[config.mk]
export PLATFORM = sky130hd
export DESIGN_NAME = cmd_frame_parser
export DESIGN_NICKNAME = d
export VERILOG_FILES = /design/src/rtl/cmd_frame_parser.sv
export SDC_FILE = /design/constraint.sdc
export NUM_CORES = 1
export LEC_CHECK = 0
export ABC_AREA = 1
export CAP_MARGIN = 20
export CELL_PAD_IN_SITES_DETAIL_PLACEMENT = 1
export CELL_PAD_IN_SITES_GLOBAL_PLACEMENT = 1
export CORE_UTILIZATION = 41
export CTS_CLUSTER_SIZE = 28
export DETAILED_ROUTE_END_ITERATION = 8
export PLACE_DENSITY = 0.79
export SETUP_SLACK_MARGIN = 0.3
export SYNTH_ARGS = -nofsm -noshare
export SYNTH_HDL_FRONTEND = slang
export SYNTH_SLANG_ARGS = --single-unit
[constraint.sdc]
create_clock -name clk -period 2.5 [get_ports clk]
set_input_delay 0.5 -clock clk [delete_from_list [all_inputs] [get_ports clk]]
set_output_delay 0.5 -clock clk [all_outputs]
set_load 0.02 [all_outputs]
[src/rtl/cmd_frame_parser.sv]
// cmd_frame_parser: framed command receiver for the USB CDC byte stream.
// Frame: AA 55 cmd len_hi len_lo payload[len] checksum (sum of cmd..payload).
module cmd_frame_parser #(
    parameter int MAX_LEN        = 256,
    parameter int TIMEOUT_CYCLES = 600000
) (
    input  logic        clk,
    input  logic        rst_n,
    input  logic [7:0]  usb_data_in,
    input  logic        usb_data_valid_in,
    output logic        cmd_start,
    output logic [7:0]  cmd_type,
    output logic [15:0] cmd_length,
    output logic [7:0]  cmd_data,
    output logic        cmd_data_valid,
    output logic [15:0] cmd_data_index,
    output logic        cmd_done,
    output logic        cmd_error,
    output logic        parser_busy
);

    typedef enum logic [2:0] {
        IDLE, HDR2, CMD, LEN_H, LEN_L, DATA, CKSUM
    } state_t;

    localparam int TW = $clog2(TIMEOUT_CYCLES + 1);
    localparam logic [TW-1:0] T_LIMIT = TW'(TIMEOUT_CYCLES);
    localparam logic [16:0] MAX_L = 17'(MAX_LEN);

    state_t        state;
    state_t        state_next;
    logic [TW-1:0] tcnt;
    logic [7:0]    sum;
    logic [7:0]    type_hold;
    logic [7:0]    len_hi;
    logic [15:0]   data_cnt;

    logic          timeout;
    logic          accept;
    logic [15:0]   len_now;
    logic          too_long;
    logic          last_data;

    logic          start_d;
    logic          dv_d;
    logic          done_d;
    logic          error_d;

    // A timeout wins over any byte arriving in the same cycle.
    assign timeout   = (state != IDLE) && (tcnt == T_LIMIT);
    assign accept    = usb_data_valid_in && !timeout;
    assign len_now   = {len_hi, usb_data_in};
    assign too_long  = {1'b0, len_now} > MAX_L;
    assign last_data = data_cnt == (cmd_length - 16'd1);

    // State register and frame datapath.
    always_ff @(posedge clk) begin
        if (!rst_n) begin
            state          <= IDLE;
            tcnt           <= '0;
            sum            <= '0;
            type_hold      <= '0;
            len_hi         <= '0;
            data_cnt       <= '0;
            cmd_start      <= 1'b0;
            cmd_type       <= '0;
            cmd_length     <= '0;
            cmd_data       <= '0;
            cmd_data_valid <= 1'b0;
            cmd_data_index <= '0;
            cmd_done       <= 1'b0;
            cmd_error      <= 1'b0;
            parser_busy    <= 1'b0;
        end else begin
            state          <= state_next;
            cmd_start      <= start_d;
            cmd_data_valid <= dv_d;
            cmd_done       <= done_d;
            cmd_error      <= error_d;
            parser_busy    <= state_next != IDLE;

            if (state == IDLE || usb_data_valid_in || timeout)
                tcnt <= '0;
            else
                tcnt <= tcnt + 1'b1;

            if (accept) begin
                unique case (state)
                    CMD: begin
                        type_hold <= usb_data_in;
                        sum       <= usb_data_in;
                    end
                    LEN_H: begin
                        len_hi <= usb_data_in;
                        sum    <= sum + usb_data_in;
                    end
                    LEN_L: sum <= sum + usb_data_in;
                    DATA:  sum <= sum + usb_data_in;
                    default: ;
                endcase
            end

            if (start_d) begin
                cmd_type   <= type_hold;
                cmd_length <= len_now;
                data_cnt   <= '0;
            end

            if (dv_d) begin
                cmd_data       <= usb_data_in;
                cmd_data_index <= data_cnt;
                data_cnt       <= data_cnt + 16'd1;
            end
        end
    end

    // Next-state decode; bytes only move the FSM when strobed.
    always_comb begin
        state_next = state;
        if (timeout) begin
            state_next = IDLE;
        end else if (usb_data_valid_in) begin
            unique case (state)
                IDLE:
                    if (usb_data_in == 8'hAA) state_next = HDR2;
                HDR2:
                    if (usb_data_in == 8'h55)      state_next = CMD;
                    else if (usb_data_in != 8'hAA) state_next = IDLE;
                CMD:   state_next = LEN_H;
                LEN_H: state_next = LEN_L;
                LEN_L:
                    if (too_long)             state_next = IDLE;
                    else if (len_now == 16'd0) state_next = CKSUM;
                    else                       state_next = DATA;
                DATA:
                    if (last_data) state_next = CKSUM;
                CKSUM: state_next = IDLE;
                default: state_next = IDLE;
            endcase
        end
    end

    // Pulse/strobe decode, registered one cycle later above.
    always_comb begin
        start_d = 1'b0;
        dv_d    = 1'b0;
        done_d  = 1'b0;
        error_d = 1'b0;
        if (timeout) begin
            error_d = 1'b1;
        end else if (accept) begin
            unique case (state)
                LEN_L: begin
                    start_d = !too_long;
                    error_d = too_long;
                end
                DATA:  dv_d = 1'b1;
                CKSUM: begin
                    done_d  = usb_data_in == sum;
                    error_d = usb_data_in != sum;
                end
                default: ;
            endcase
        end
    end

endmodule

==> flow_summary.json <==
{
  "outcome": "finished clean",
  "wl_per_cell_um": 16.31,
  "clkSlewWorstSetupHoldPaths_ps": 50,
  "setup_viol": 0,
  "drtPass1Iterations": 4,
  "fin_crit_ps": 2090,
  "slowest_stage": "clkdlybuf4s50_1",
  "clkSinkCount": 116,
  "die_y_um": 120.5,
  "fin_setup_tns_ps": 0,
  "synth_area_sq_um": 5757,
  "antenna_found_initial": 0,
  "maxClockFrequency_mhz": 478.5,
  "worstPathArrival_ps": 1590,
  "core_area_sq_um": 13450,
  "path_max_fanout": 8,
  "crit_chain": "clkdlybuf4s50_1",
  "critPathCaptureType": "output pin",
  "fin_crit_sh_pct": 83.59,
  "r2r_slack_ps": 490,
  "htree_levels": 4,
  "synth_cells": 806,
  "yosysUniqueCellTypes": 43,
  "peakVddDrop_v": 0.0004465,
  "ys_seq_elements": 116,
  "p_leak_nw": 3.024,
  "clock_path_buffers": 2,
  "ant_nets": 0,
  "start_util_pct": 42.79,
  "die_w_um": 120.5,
  "cts_root_buffer": "clkbuf_16",
  "rsz0062_at_grt": "true",
  "hold_buffers": 0,
  "hold_path.class": "flop to flop",
  "syn_avg_cell_area_sq_um": 7.142,
  "grt_max_degree": 38,
  "drive_gt1_share_pct": 13.73,
  "crit_type": "flop to output pin",
  "synth_warnings": 0,
  "io_buffers": 63,
  "crit_buf_inv": 1,
  "cts_made_buffers": 17,
  "grt_usage_pct": 25.05,
  "dp_slack_ps": -133.7,
  "startpoint_type": "flop",
  "wl_mm": 17.60,
  "gr-total-overflow": 0,
  "critPathMaxStageDelay_ps": 670,
  "finalHoldViolCount": 0,
  "cp.required_ps": 2000,
  "drt_iter0_markers": 424,
  "grt_pass1_vias": 5809,
  "core.rowCount": 42,
  "ys_seq_area_share_pct": 40.34,
  "final_cells": 1079,
  "finalNetCount": 914,
  "place_inst": 1041,
  "nFillCells": 1730,
  "ioPinCount": 64,
  "synth_fp_nets": 829,
  "drv_cap": 0,
  "antennaDiodeCount": 0,
  "grt_pass1_wl_mm": 28.57,
  "vias_per_cell": 5.255,
  "vias": 5670,
  "finalClockSkew_ps": 8.561,
  "final.setup.worst_slack_ps": 410.3,
  "finalMaxSlewViolations": 0,
  "cp_top_family": "buffers and inverters",
  "drc_errors": 0,
  "p_per_area_nw_per_um2": 640.2,
  "routabilityCongestion": 0.8480,
  "die_area_sq_um": 14520,
  "clock_latency_ps": 420,
  "cts_tree": "done",
  "tightest_slew_ps": 658.6,
  "hpwlAfterDp_mm": 12.74,
  "area_growth_pct": 27.58,
  "slew_headroom_pct": 55.86
}
metrics by stage:
step	hold WS [ps]	instance area (sq um)	utilization [%]	power, W
4_1_cts	451.7	7189	53.44	0.004719
5_1_grt	472.1	7345	54.59	0.004895
3_5_place_dp	444.2	6639	49.35	0.002497
6_report	448.2	7345	54.59	0.004702
2_1_floorplan	417.3	5757	-	0.002304
3_3_place_gp	429.6	6639	49.35	0.002474
placed cells by master (no fill, tap or decap), types with 3 or more instances in the layout:
cell type / count
a211oi_1: 3
a211oi_2: 4
a21oi_1: 85
a31oi_1: 4
buf_4: 32
clkbuf_1: 4
clkbuf_16: 17
clkbuf_8: 6
clkdlybuf4s50_1: 61
clkinv_2: 4
dfxtp_1: 112
dfxtp_2: 4
ha_1: 9
inv_1: 92
inv_2: 8
nand2_1: 143
nand2_2: 5
nand3_1: 36
nand3_2: 6
nand4_1: 22
nor2_1: 87
nor2_2: 13
nor2_4: 7
nor3_1: 11
nor3_2: 3
nor3b_1: 3
nor4_1: 4
o21ai_0: 64
o21ai_1: 9
xnor2_1: 9
xor2_1: 10
state kept, by name, summed over array words and instances (netlist names):
signal          cells
parser_busy         1
sum                 8
cmd_error           1
cmd_done            1
state               3
cmd_data_index     16
data_cnt           16
cmd_data_valid      1
cmd_type            8
type_hold           8
cmd_data            8
tcnt               20
len_hi              8
cmd_start           1
cmd_length         16
cell families after synthesis:
family                   Yosys count  synth area share (%)
buffers and inverters            131                 9.346
AO/OA/AOI/OAI                    176                 16.45
flip-flops                       116                 40.34
XOR/XNOR                          19                 2.891
AND/OR/NAND/NOR                  352                 28.23
adder cells (fa/ha/maj)           12                 2.739
final cells by class:
class / count / area [sq um] / area share [%]
multi-input combinational: 559 / 2989 / 40.70
sequential: 116 / 2327 / 31.69
timing repair buffer: 96 / 883.3 / 12.03
clock buffer: 27 / 523.0 / 7.121
inverter: 101 / 381.6 / 5.196
tap: 176 / 220.2 / 2.998
clock inverter: 4 / 20.02 / 0.2726
what timing repair did:
| action | 4_1_cts | 5_1_grt |
|---|---|---|
| setup endpoints to repair | 8 | 45 |
| pin swaps | 0 | 8 |
| buffers inserted | 0 | 7 |
| resized for setup | 2 | 34 |
power breakdown:
part / leakage (nW) / switching (W) / internal, W
Combinational: 1.81 / 0.000355 / 0.000210
Clock: 0.273 / 0.000798 / 0.00141
Sequential: 0.940 / 0.0000353 / 0.00189
final timing paths:
check	start	endpoint	cells past startpoint
setup / recovery	cmd_length[7]	cmd_length[7]	1
hold / removal	tcnt[0]	tcnt[0]	1
setup reg to reg	cmd_length[2]	parser_busy	14
hold reg to reg	tcnt[0]	tcnt[0]	1
synthesized netlist by cell type (all sizes together):
cell / n / share of area [%]
nand2: 150 / 10
dfxtp: 116 / 40
nor2: 108 / 8.2
inv: 101 / 6.6
a21oi: 86 / 7.5
o21ai: 74 / 6.5
nand3: 42 / 3.7
nand4: 22 / 2.4
buf: 16 / 1.8
nor3: 16 / 1.9
clkbuf: 14 / 0.91
ha: 11 / 2.4
xor2: 10 / 1.5
xnor2: 9 / 1.4
a211oi: 7 / 1.3
a31oi: 4 / 0.43
nor4: 4 / 0.43
nor3b: 3 / 0.39
and3: 2 / 0.22
nand3b: 2 / 0.48
or2: 2 / 0.22
a32o: 1 / 0.17
a32oi: 1 / 0.15
and2: 1 / 0.11
fa: 1 / 0.35
o211ai: 1 / 0.13
o21a: 1 / 0.13
o21bai: 1 / 0.13
routing by layer:
metal	up-vias	global-route usage [%]	share of wire [%]	wire length, um
met1	2778	29.99	44	7792
li1	2803	-	-	-
met4	0	7.562	1.2	216
met2	73	44.86	52	9159
met5	-	0	0	0
met3	16	5.047	2.5	432
(Power assumes the default switching activity.)
